[src/rtl/programmable_tick_divider_pkg.sv]
// programmable_tick_divider_pkg: divider widths and default divisors shared with the display controller
package programmable_tick_divider_pkg;
  localparam int WIDTH = 16;
  localparam int DEFAULT_REFRESH_DIVISOR = 50000;
  localparam int DEFAULT_BLINK_DIVISOR = 25000;
endpackage

[src/rtl/divider_channel.sv]
// divider_channel: one divider with a shadow divisor swapped in at wrap or restart
module divider_channel #(
  parameter int WIDTH = 16,
  parameter logic [WIDTH-1:0] DEFAULT_DIVISOR = 50000
) (
  input  logic             clock,
  input  logic             reset,
  input  logic             enable_i,
  input  logic             restart_i,
  input  logic             load_i,
  input  logic [WIDTH-1:0] load_divisor_i,
  output logic             pending_o,
  output logic             tick_o,
  output logic             square_o
);
  localparam logic [WIDTH-1:0] ONE = 1;
  logic [WIDTH-1:0] count_q, count_d, div_q, div_d, shadow_q, shadow_d, ne, ne_next;
  logic pending_q, pending_d, tick_q, tick_d, square_q, square_d, wrap, apply;
  assign ne = (div_q == '0) ? ONE : div_q;
  assign wrap = count_q == ne - ONE;
  assign apply = pending_q & (restart_i | (enable_i & wrap));
  assign div_d = apply ? shadow_q : div_q;
  assign ne_next = (div_d == '0) ? ONE : div_d;
  assign count_d = restart_i ? '0 : !enable_i ? count_q : wrap ? '0 : count_q + ONE;
  assign tick_d = ~restart_i & enable_i & wrap;
  // Square compares the post-edge count against the divisor that governs the next period
  assign square_d = (restart_i | enable_i) ? (count_d < (ne_next >> 1)) : square_q;
  assign pending_d = load_i | (pending_q & ~apply);
  assign shadow_d = load_i ? load_divisor_i : shadow_q;
  always_ff @(posedge clock) begin
    if (reset) begin
      count_q   <= '0;
      div_q     <= DEFAULT_DIVISOR;
      shadow_q  <= '0;
      pending_q <= 1'b0;
      tick_q    <= 1'b0;
      square_q  <= 1'b0;
    end else begin
      count_q   <= count_d;
      div_q     <= div_d;
      shadow_q  <= shadow_d;
      pending_q <= pending_d;
      tick_q    <= tick_d;
      square_q  <= square_d;
    end
  end
  assign pending_o = pending_q;
  assign tick_o = tick_q;
  assign square_o = square_q;
endmodule

[src/rtl/programmable_tick_divider.sv]
// programmable_tick_divider: multi-channel tick/square divider with a valid/ready divisor load port
module programmable_tick_divider
  import programmable_tick_divider_pkg::*;
#(
  parameter int CHANNELS = 2,
  parameter int WIDTH = programmable_tick_divider_pkg::WIDTH,
  parameter int DEFAULT_DIVISOR = DEFAULT_REFRESH_DIVISOR,
  localparam int CW = (CHANNELS > 1) ? $clog2(CHANNELS) : 1
) (
  input  logic                clock,
  input  logic                reset,
  input  logic                enable,
  input  logic                restart,
  input  logic                loadValid,
  input  logic [CW-1:0]       loadChannel,
  input  logic [WIDTH-1:0]    loadDivisor,
  output logic                loadReady,
  output logic [CHANNELS-1:0] ticks,
  output logic [CHANNELS-1:0] squares
);
  localparam logic [WIDTH-1:0] DEF = DEFAULT_DIVISOR[WIDTH-1:0];
  logic reset_q;
  logic [CHANNELS-1:0] pending;
  logic in_range, accept;
  always_ff @(posedge clock) reset_q <= reset;
  // Out-of-range channels always accept so the handshake completes and the data is dropped
  assign in_range = 32'(loadChannel) < CHANNELS;
  assign loadReady = ~reset_q & ~(in_range & pending[loadChannel]);
  assign accept = loadValid & loadReady;
  for (genvar i = 0; i < CHANNELS; i++) begin : g_ch
    divider_channel #(.WIDTH(WIDTH), .DEFAULT_DIVISOR(DEF)) u_ch (
      .clock(clock),
      .reset(reset),
      .enable_i(enable),
      .restart_i(restart),
      .load_i(accept & (32'(loadChannel) == i)),
      .load_divisor_i(loadDivisor),
      .pending_o(pending[i]),
      .tick_o(ticks[i]),
      .square_o(squares[i])
    );
  end
endmodule
[config.mk]
export PLATFORM = sky130hd
export DESIGN_NAME = programmable_tick_divider
export DESIGN_NICKNAME = d
export VERILOG_FILES = /design/src/rtl/programmable_tick_divider_pkg.sv /design/src/rtl/divider_channel.sv /design/src/rtl/programmable_tick_divider.sv
export SDC_FILE = /design/constraint.sdc
export NUM_CORES = 1
export LEC_CHECK = 0
export ABC_AREA = 1
export BUFFER_PORTS_ARGS = -buffer_cell sky130_fd_sc_hd__buf_2
export CAP_MARGIN = 20
export CELL_PAD_IN_SITES_DETAIL_PLACEMENT = 1
export CELL_PAD_IN_SITES_GLOBAL_PLACEMENT = 2
export CORE_MARGIN = 2
export CORE_UTILIZATION = 38
export CTS_CLUSTER_DIAMETER = 40
export DETAILED_ROUTE_END_ITERATION = 7
export PLACE_DENSITY = 0.87
export SYNTH_ARGS = -nofsm -noshare
export SYNTH_HDL_FRONTEND = slang
export SYNTH_HIERARCHICAL = 1
export SYNTH_SLANG_ARGS = --single-unit
[constraint.sdc]
create_clock -name clock -period 10.3 [get_ports clock]
set_clock_uncertainty 0.2 [all_clocks]
set_input_delay 0.515 -clock clock [delete_from_list [all_inputs] [get_ports clock]]
set_output_delay 0.515 -clock clock [all_outputs]
set_load 0.02 [all_outputs]
# Word level (Yosys, flattened, before mapping)
# Index checks and enable logic that the tools add are counted.
dict set report totals {
  register_bits 103
  inputBits 22
  wordCells 64
}
dict set report op_classes {
  addsub 4
  order_cmp 3
  n_eq_ne 2
  n_mux 14
  bitwise_logic 24
  reduce_logical 4
}
# cell count
set ops {}
lappend ops {{$mux 16} 12}
lappend ops {{$logic_not 16->1} 4}
lappend ops {{$add 16x1->16 const B} 2}
lappend ops {{$eq 16x16->1} 2}
lappend ops {{$lt 16x15->1} 2}
lappend ops {{$sub 16x1->16 const B} 2}
lappend ops {{$and 1x1->1} 13}
lappend ops {{$not 1->1} 6}
lappend ops {{$or 1x1->1} 5}
lappend ops {{$lt 1x2->1 const B} 1}
lappend ops {{$mux 1} 2}

# Longest topological paths before layout
# Gate-level depths: netlist (run 1).
dict set report logic_depth {
  ltp_word 11
  mapped_depth 34
  depth_no_buf 33
}

# Cells and area by module
# Netlist (run 1), hierarchy kept.
# module n_inst cells_per_inst area_per_inst_um2 seq_area_each_um2
set modules_own_cells {}
lappend modules_own_cells {{divider_channel (g_ch[0].u_ch)} 1 467 3169.3 1021.0}
lappend modules_own_cells {{divider_channel (g_ch[1].u_ch)} 1 446 3069.2 1021.0}
lappend modules_own_cells {programmable_tick_divider 1 10 65.1 20.0}

# Least setup slack after synthesis (run 1)
# OpenSTA, ideal clock, no wires.
dict set report synth_timing {
  kind {register to register}
  start {reg g_ch[1].u_ch.div_q[9]}
  end {reg g_ch[1].u_ch.square_q}
  setup_time_ps 68
  arrival_time_ps 3577
  t_required_ps 10032
  slack_ps 6456
  path_stages_with_launch 29
  path_buffers 1
  period_less_slack_ps 3844
  cell_sequence {dfxtp_1 nor2_2 nand2_2 nor2_4 nand2_4 nand2_2 inv_2 ha_1 nand2_2 inv_1 nand2_1 xnor3_1 nor2_1 nand3_1 nor2_1 nand2_2 nand2_4 nand2_1 clkinv_1 clkbuf_1 nor3_1 ha_1 a21oi_1 nor2_1 a211oi_1 nor2_1 nor3_1 nand2_1 a21oi_2}
}
# element line_no
set synth_lines {}
lappend synth_lines {{from (decl)} divider_channel.sv:17} ;# logic [WIDTH-1:0] count_q, count_d, div_q, div_d, shadow_q, shadow_d, ne, ne_next;
lappend synth_lines {{from (signal assigned)} divider_channel.sv:40} ;# div_q <= div_d;
lappend synth_lines {{$logic_not 16->1} divider_channel.sv:19} ;# assign ne = (div_q == '0) ? ONE : div_q;
lappend synth_lines {{$mux 16 (*)} divider_channel.sv:19}
lappend synth_lines {{$sub 16x1->16 (*)} divider_channel.sv:20} ;# assign wrap = count_q == ne - ONE;
lappend synth_lines {{$eq 16x16->1 (*)} divider_channel.sv:20}
lappend synth_lines {{$mux 16 (*) (3 in series)} divider_channel.sv:24} ;# assign count_d = restart_i ? '0 : !enable_i ? count_q : wrap ? '0 : count_q + ONE;
lappend synth_lines {{named net g_ch[1].u_ch.count_d[9]} divider_channel.sv:17}
lappend synth_lines {{$lt 16x15->1 (*)} divider_channel.sv:27} ;# assign square_d = (restart_i | enable_i) ? (count_d < (ne_next >> 1)) : square_q;
lappend synth_lines {{to (signal assigned)} divider_channel.sv:44} ;# square_q <= square_d;
lappend synth_lines {{to (decl)} divider_channel.sv:18} ;# logic pending_q, pending_d, tick_q, tick_d, square_q, square_d, wrap, apply;
# Mark *: on every way through the listed nets, which the timed path passes. The rest lies on a longest branch.
# A chain may end at the register's enable or synchronous reset.

# Final worst setup path (run 1)
# Same ends and word-level chain as after synthesis.

==> impl_metrics.ini, run 1 <==
[global_routing]
grt_first_pass_wirelength_um = 32200
grt_max_degree = 60
grt_pass1_vias = 5957
grt_usage_pct = 23.0
antenna_found_initial = 0
grt-ovfl-total = 0

[sta]
max_clock_freq_mhz = 204
setup_viol = 0
slew-limit-headroom_pct = 34.5
setup_tns_ns = 0
finalMaxSlewViolations = 0
post-route-period-util_pct = 47.7
fin_crit_ns = 4.91
worstMarginPinSlew_ns = 0.979
hold_viol = 0
grt_setup_unrepaired = false
setup_ws_ns = 5.39

[status]
status = completed

[routing]
routed_wl_um = 19600
vias = 5872
avgRoutedWirePerCell_um = 16.8
drtPass1Iterations = 4
drc = 0
vias_per_cell = 5.04
drtIter0Drc = 280
ant_nets = 0

[cells_and_area]
finalNonFillerCells = 1165
fill_cells = 2114
multi_input_area_um2 = 3770
area_delta_synth_final_pct = 9.94
nNetsFinal = 994
antenna_cells = 0
post-route-util_pct = 42.2
layout-drive-gt1-share_pct = 10.2
regArea_um2 = 2060

[min_path]
worstHoldEndpoint = g_ch[0].u_ch/shadow_q[12]
hp-class = primary input to flop
worstHoldStart = loadDivisor[12]
worstHoldPathCells = 3

[yosys]
ys_types = 36
ys_warn_count = 6
synthMostInstantiatedCell = nor2_1
synth_nets = 977
synth_seq_area_share_pct = 32.7
netlist_top_cells_area = dfxtp_1 33%, nor2_1 11%, nand2_1 10%
synthCells = 923
syn-mean-instance-area_um2 = 6.83
ys_async_sr_fraction_pct = 0
synth-edff-count = 0
synth_top_area_share_pct = 32.7
ys_ff_latch = 103
yosys-top-cells-count = 186 x nor2_1, 169 x nand2_1, 103 x dfxtp_1
synthesis.area_um2 = 6300
synth_ff_type = dfxtp_1
yosys.area.top_type = dfxtp_1

[worst_setup_path]
crit_type = flop to flop
worst_path_max_delay_cell = clkinv_1
worst-endpoint-required_ns = 10.39
cp_data_arrival_time_ns = 5.00
cp_top_family = simple AND/OR/NAND/NOR gates
startpoint_type = flop
path_max_fanout = 26
worst-path-buf-inv = 2
r2r_slack_ns = 5.39
end_kind = flop
r2r-end = g_ch[1].u_ch/square_o
r2r_cells = 27
slowest_delay_ns = 0.63
r2r_start = g_ch[1].u_ch/div_q[9]

[power]
power.leakage_nw = 3.17
power_frac_clock_pct = 41.0
swShare_pct = 28.4
switchingPower_uw = 240
power_frac_comb_pct = 9.4
sequentialPowerShare_pct = 49.6
p_int_uw = 605
power_density_nw_per_um2 = 122
ir_drop_v = 0.0000878
p_total_uw = 845

[floorplanning]
std_cell_rows = 47
start_util_pct = 38.4
die_w_um = 133
io_pins = 27
die_h_um = 133
core_area_um2 = 16400
die_area_um2 = 17600

[job]
max_cap_violations = 0

[placed_design]
dp_hpwl_um = 15500
placed_cells = 1149
gp_congestion = 0.832
place_ws_ns = 5.35
io_buffer_count = 26

[clock_tree]
ctsHtreeMaxLevel = 3
cts_tree = done
worstSkewPairLatency_ns = 0.36
numCtsBuffers = 9
clkTransAtPathRegs_ns = 0.08
cts.hold.buffers_added = 0
clk_path_buf_depth = 2
clockRootBuffer = clkbuf_16
cts_sinks = 103
cts_setup_buffers = 0
cts_resized = 0
-- power groups by stage --
stage               combinational (mW)  clock (mW)  sequential (mW)
detailed placement              0.0798           0            0.428
finish                          0.0798       0.346            0.419
global route                    0.0905       0.370            0.420
CTS                             0.0805       0.357            0.419
floorplan                       0.0537           0            0.424
global placement                0.0789           0            0.428
-- layout by cell type, fill, tap and decap left out, drive strengths merged, types with 4 or more instances in the layout --
cell type,instances
nor2,199
and2,4
ha,32
mux2i,14
a21oi,16
o21ai,58
nor3,42
nand3,49
nand2,190
a211oi,6
nor4,11
xnor2,8
nand4,25
xor2,32
clkinv,6
inv,104
clkbuf,10
buf,28
dfxtp,103
-- state kept, by name, indices dropped and copies added, names as in the netlist --
register             count
reset_q                  1
g_ch.u_ch/square_o       2
g_ch.u_ch/shadow_q      32
g_ch.u_ch/pending_o      2
g_ch.u_ch/count_q       32
g_ch.u_ch/tick_o         2
g_ch.u_ch/div_q         32
-- stage by stage --
stage	hold WS, ns	area, um^2
floorplan	0.234	6300
global placement	0.257	6640
detailed placement	0.259	6640
CTS	0.193	6930
global route	0.194	6930
finish	0.195	6930
-- tightest hold or removal path, delay by kind of cell --
kind / cells / cell delay, ns
and+or+nand+nor: 2 / 0.12
buffers and inverters: 1 / 0.09
-- kinds of logic (layout without fill, tap and decap cells) --
group / count (synthesis) / after routing / share of synthesized area (%)
xor+xnor: 41 / 41 / 6.15
mux: 14 / 14 / 2.22
simple gates: 522 / 522 / 37.7
fa+ha+maj: 32 / 32 / 6.35
buf+inv: 126 / 148 / 7.54
flops: 103 / 103 / 32.7
compound gates: 85 / 85 / 7.34
-- area by class of cell --
| cell class | count | share of cell area (%) |
|---|---|---|
| clock inverters | 6 | 0.903 |
| clock buffers | 10 | 3.30 |
| flip-flops and latches | 103 | 29.8 |
| well taps | 220 | 3.97 |
| repair buffers | 28 | 2.09 |
| inverters | 104 | 5.63 |
| multi-input cells | 694 | 54.3 |
-- metal layers --
layer	global-route usage [%]	routed length, um	up-vias
met1	34.7	10500	2761
met2	35.1	8320	80
met3	2.38	585	15
met4	5.26	222	0
li1	-	-	3016
met5	0	0	-
-- how the worst max path moves through the flow --
stage / start / endpoint / cells after the start
floorplan: g_ch[1].u_ch/div_q[9] / g_ch[1].u_ch/square_o / 28
global placement: g_ch[1].u_ch/div_q[2] / g_ch[1].u_ch/square_o / 27
detailed placement: g_ch[1].u_ch/div_q[2] / g_ch[1].u_ch/square_o / 27
CTS: g_ch[1].u_ch/div_q[2] / g_ch[1].u_ch/square_o / 27
global route: g_ch[1].u_ch/div_q[4] / g_ch[1].u_ch/square_o / 29
finish: g_ch[1].u_ch/div_q[9] / g_ch[1].u_ch/square_o / 27
Power figures use the tool's default switching activity.
==> run 2: changes to the inputs <==
- CORE_UTILIZATION: 38 -> 35
- PLACE_DENSITY: 0.87 -> 0.81
- clock period: 10.3 -> 4.9 ns (I/O delays scaled with it)
==> impl_metrics.ini, run 2 (synthesis gave the netlist of run 1 again) <==
[status]
status = completed

[power]
p_int_mw = 1.35
p_total_mw = 1.83
power_frac_clock_pct = 41.6
switchingPower_uw = 478
swShare_pct = 26.2
power.leakage_nw = 3.29
sequentialPowerShare_pct = 48.2
ir_drop_v = 0.000175
power_frac_comb_pct = 10.1
power_density_nw_per_um2 = 253

[worst_setup_path]
startpoint = g_ch[0].u_ch/div_q[9]
end_kind = flop
r2r_start = g_ch[0].u_ch/div_q[9]
startpoint_type = flop
path_max_fanout = 24
cp_data_arrival_time_ns = 4.56
cp_top_family = simple AND/OR/NAND/NOR gates
critPathMostFrequentCell = nand2_1
worst-endpoint-required_ns = 5.00
crit_type = flop to flop
worst-path-buf-inv = 2
worst_path_max_delay_cell = o21ai_0
slowest_delay_ns = 0.40

[global_routing]
grt_max_degree = 31
antenna_found_initial = 0
grt_first_pass_wirelength_um = 32400
grt_pass1_vias = 6023
grt-ovfl-total = 0
grt_usage_pct = 21.4

[cells_and_area]
finalInstanceArea_um2 = 7200
finalNonFillerCells = 1200
final_cell_mix = 186 x nor2_1, 169 x nand2_1, 103 x dfxtp_1
final_common_cell = nor2_1
fill_cells = 2307
antenna_cells = 0
layout-drive-gt1-share_pct = 11.1
area_delta_synth_final_pct = 14.3
post-route-util_pct = 40.4
top_regs = g_ch.u_ch/count_q x32, g_ch.u_ch/div_q x32, g_ch.u_ch/shadow_q x32
nNetsFinal = 1021

[routing]
drc = 0
routed_wl_um = 20200
vias = 6024
drtPass1Iterations = 5
vias_per_cell = 5.02
drtIter0Drc = 231
avgRoutedWirePerCell_um = 16.8
ant_nets = 0

[placed_design]
gp_congestion = 0.836
dp_hpwl_um = 16200
place_ws_ns = 0.336
io_buffer_count = 26
placed_area_um2 = 6710
placed_cells = 1166

[clock_tree]
numCtsBuffers = 9
worstSkewPairLatency_ns = 0.36
clockRootBuffer = clkbuf_16
cts_sinks = 103
cts_tree = done
ctsHtreeMaxLevel = 3
clkTransAtPathRegs_ns = 0.07
clk_path_buf_depth = 2

[floorplanning]
die_area_um2 = 19100
io_pins = 27
std_cell_rows = 49
core_area_um2 = 17800
start_util_pct = 35.3
die_w_um = 138
die_h_um = 138

[sta]
hold_viol = 0
setup_tns_ns = 0
hold_slack_ns = 0.0226
max_clock_freq_mhz = 224
setup_ws_ns = 0.433
finalMaxSlewViolations = 0
slew-limit-headroom_pct = 47.5
worstMarginPinSlew_ns = 0.786
setup_viol = 0
fin_crit_ns = 4.47
grt_setup_unrepaired = false
post-route-period-util_pct = 91.2

[min_path]
worstHoldStart = loadDivisor[1]
hp-class = primary input to flop

[job]
max_cap_violations = 0
==> run 2: cell count changes in the layout (fill, tap and decap cells not counted), sizes merged <==
cell         delta
inv             -4
dlygate4sd3    +16
bufinv          +1
buf            +11
clkbuf          +1
clkinvlp        +1
==> run 2: final cells by class <==
class                   count  area, um^2  share of cell area [%]
well taps                 229         287                    3.98
flip-flops and latches    103        2060                    28.6
inverters                 104         394                    5.47
repair buffers             55         388                    5.39
multi-input cells         694        3770                    52.3
clock buffers              11         253                    3.51
clock inverters             4        52.6                   0.730
==> run 2: power groups by stage <==
stage,clock network (mW),registers (mW),logic (mW)
floorplan,0,0.892,0.113
global placement,0,0.900,0.170
detailed placement,0,0.900,0.172
CTS,0.782,0.880,0.183
global route,0.813,0.883,0.209
finish,0.760,0.880,0.185
==> run 2: path summary, 6_finish.rpt <==
kind	endpoint	slack (ns)	depth (start not counted)
setup / recovery	g_ch[0].u_ch/square_o	0.43	30
hold reg to reg	g_ch[1].u_ch/square_o	0.28	2
hold / removal	g_ch[0].u_ch/shadow_q[1]	0.02	3
setup reg to reg	g_ch[0].u_ch/square_o	0.43	30
==> run 2: per-layer routing <==
layer  track usage [%]  share of wire, %
met2              33.2                44
met4              5.64               1.1
met3              1.87               1.9
met5                 0                 0
met1              31.8                53
==> run 2: worst register-to-register path: cells and delay by family, from the launching register on <==
| family | cells | cell delay [ns] |
|---|---|---|
| buffers and inverters | 2 | 0.11 |
| AO/OA/AOI/OAI | 4 | 0.87 |
| flip-flops | 1 | 0.37 |
| adder cells (fa/ha/maj) | 2 | 0.54 |
| AND/OR/NAND/NOR | 22 | 2.30 |
==> run 2: what timing repair did <==
action,CTS,global route
endpoints found under the hold margin,31,0
hold buffers,16,0
buffers inserted,0,3
setup endpoints to repair,0,1
gates resized for setup,0,3
==> run 3: changes to the inputs <==
- ABC_AREA: 1 -> unset
- CORE_UTILIZATION: 35 -> 39
- PLACE_DENSITY: 0.81 -> 0.82
- SLEW_MARGIN: unset -> 15
==> impl_metrics.ini, run 3 <==
[status]
status = complete, but fails checks
violations = setup timing

[clock_tree]
worstSkewPairLatency_ns = 0.36
numCtsBuffers = 9
clk_path_buf_depth = 2
clkTransAtPathRegs_ns = 0.07
cts_sinks = 103
ctsHtreeMaxLevel = 3
cts_tree = done
clockRootBuffer = clkbuf_16

[yosys]
yosys.area.top_type = dfxtp_1
synth_ff_type = dfxtp_1
synthCells = 736
ys_async_sr_fraction_pct = 0
synthesis.area_um2 = 6370
ys_types = 76
synth_nets = 790
yosys-top-cells-count = 116 x nor2_1, 103 x dfxtp_1, 60 x mux2i_1
synth-edff-count = 0
synth_top_area_share_pct = 32.4
synth_seq_area_share_pct = 32.4
synthMostInstantiatedCell = nor2_1
netlist_top_cells_area = dfxtp_1 32%, mux2i_1 9.4%, nor2_1 6.8%
ys_warn_count = 6
ys_ff_latch = 103
syn-mean-instance-area_um2 = 8.66

[min_path]
hp-class = primary input to flop

[worst_setup_path]
path_cells = or4_4 > nand4bb_4 > nor2_4 > nor2_2 > ha_4 > xnor2_4 > a2111oi_4 > o211ai_1 > nand4b_1 > a2111o_1 > o31a_4 > buf_12 > buf_4 > mux2i_1 > ha_1 > nor2_1 > nand2b_1 > o31ai_1 > o211ai_1 > o211ai_2
cp_data_arrival_time_ns = 5.14
critPathMostFrequentCell = o211ai_1
slowest_delay_ns = 0.56
end_kind = flop
worst_path_max_delay_cell = or4_4
startpoint_type = flop
worst-endpoint-required_ns = 4.98
crit_type = flop to flop
path_max_fanout = 6

[cells_and_area]
post-route-util_pct = 50.9
final_common_cell = nor2_1
top_regs = g_ch.u_ch/count_q x32, g_ch.u_ch/div_q x32, g_ch.u_ch/shadow_q x32
regArea_um2 = 2060
final_cell_mix = 111 x nor2_1, 101 x dfxtp_1, 81 x buf_4
nNetsFinal = 887
antenna_cells = 0
fill_cells = 1824
layout-drive-gt1-share_pct = 24.8
area_delta_synth_final_pct = 27.2
multi_input_area_um2 = 4410

[power]
p_total_mw = 1.77
power_density_nw_per_um2 = 218
ir_drop_v = 0.000212
power.leakage_nw = 3.27

[global_routing]
grt_first_pass_wirelength_um = 33500
grt_max_degree = 71
grt_usage_pct = 24.3
grt_pass1_vias = 6232
grt-ovfl-total = 0
antenna_found_initial = 0

[sta]
max_clock_freq_mhz = 198
hold_viol = 0
slew-limit-headroom_pct = 34.9
post-route-period-util_pct = 103
setup_ws_ns = -0.154
setup_tns_ns = -0.154
finalMaxSlewViolations = 0
grt_setup_unrepaired = true
fin_crit_ns = 5.05
worstMarginPinSlew_ns = 0.975
setup_viol = 1
hold_slack_ns = 0.166

[routing]
routed_wl_um = 21300
vias_per_cell = 5.58
drtPass1Iterations = 4
ant_nets = 0
avgRoutedWirePerCell_um = 20.2
vias = 5880
drtIter0Drc = 360
drc = 0

[floorplanning]
core_area_um2 = 15900
start_util_pct = 40.0
die_w_um = 132
die_area_um2 = 17400
std_cell_rows = 46
die_h_um = 132
io_pins = 27

[job]
max_cap_violations = 0

[placed_design]
gp_congestion = 0.867
dp_hpwl_um = 15200
place_ws_ns = -0.484
io_buffer_count = 26
==> run 3: layout make-up <==
class                           instances  share of cell area [%]
Multi-Input combinational cell        571                    54.4
Sequential cell                       103                    25.5
Timing Repair Buffer                  133                    12.6
Tap cell                              216                    3.33
Clock buffer                            9                    2.78
Clock inverter                          7                   0.725
Inverter                               15                   0.694
==> run 3: per-layer routing <==
layer | vias to the layer above | track usage, % | routed length, um
met4 | 0 | 8.15 | 461
met1 | 2922 | 32.0 | 9800
li1 | 2832 | - | -
met5 | - | 0 | 0
met2 | 98 | 41.3 | 10400
met3 | 28 | 3.00 | 664
==> run 3: where the power goes <==
group	leakage [nW]	internal, mW	total (mW)	switching (mW)
Sequential	0.833	0.852	0.871	0.0188
Combinational	2.30	0.0867	0.195	0.108
Clock	0.137	0.351	0.704	0.352
Total	3.27	1.29	1.77	0.479
==> run 3: logic make-up (layout without fill, tap and decap cells) <==
logic type	Yosys count	after routing	share of synthesized area, %
AO/OA/AOI/OAI	104	104	11.5
multiplexers	62	62	9.95
buffers and inverters	62	164	4.65
XOR/XNOR	66	66	9.19
adder cells (fa/ha/maj)	32	32	6.28
flip-flops	103	103	32.4
AND/OR/NAND/NOR	307	307	26.0
==> run 3: timing repair <==
action / in CTS / in global routing
setup endpoints to repair: 2 / 2
pin swaps: 23 / 34
endpoints found under the hold margin: 30 / 0
buffers inserted: 14 / 8
resized for setup: 43 / 38
hold buffers: 16 / 0
==> run 3: worst max-delay path, delay by kind of cell (launching register included) <==
family / cells / cell delay [ns]
AO/OA/AOI/OAI: 7 / 1.74
XOR/XNOR: 1 / 0.15
adder cells (fa/ha/maj): 2 / 0.46
buffers and inverters: 2 / 0.34
flip-flops: 1 / 0.33
multiplexers: 1 / 0.14
AND/OR/NAND/NOR: 7 / 1.62
==> run 3: path summary, 6_finish.rpt <==
| path | cells past startpoint | endpoint | slack [ns] | startpoint |
|---|---|---|---|---|
| max | 20 | g_ch[1].u_ch/square_o | -0.15 | g_ch[1].u_ch/div_q[6] |
| min | 2 | g_ch[0].u_ch/count_q[0] | 0.17 | restart |
| max reg2reg | 20 | g_ch[1].u_ch/square_o | -0.15 | g_ch[1].u_ch/div_q[6] |
| min reg2reg | 2 | g_ch[0].u_ch/shadow_q[0] | 0.30 | g_ch[0].u_ch/shadow_q[0] |
==> run 3: metrics by stage <==
step           instance area (um^2)  std cells
5_1_grt                        8110       1054
3_5_place_dp                   7070       1000
6_report                       8110       1054
2_1_floorplan                  6380        736
3_3_place_gp                   7070       1000
4_1_cts                        7810       1046
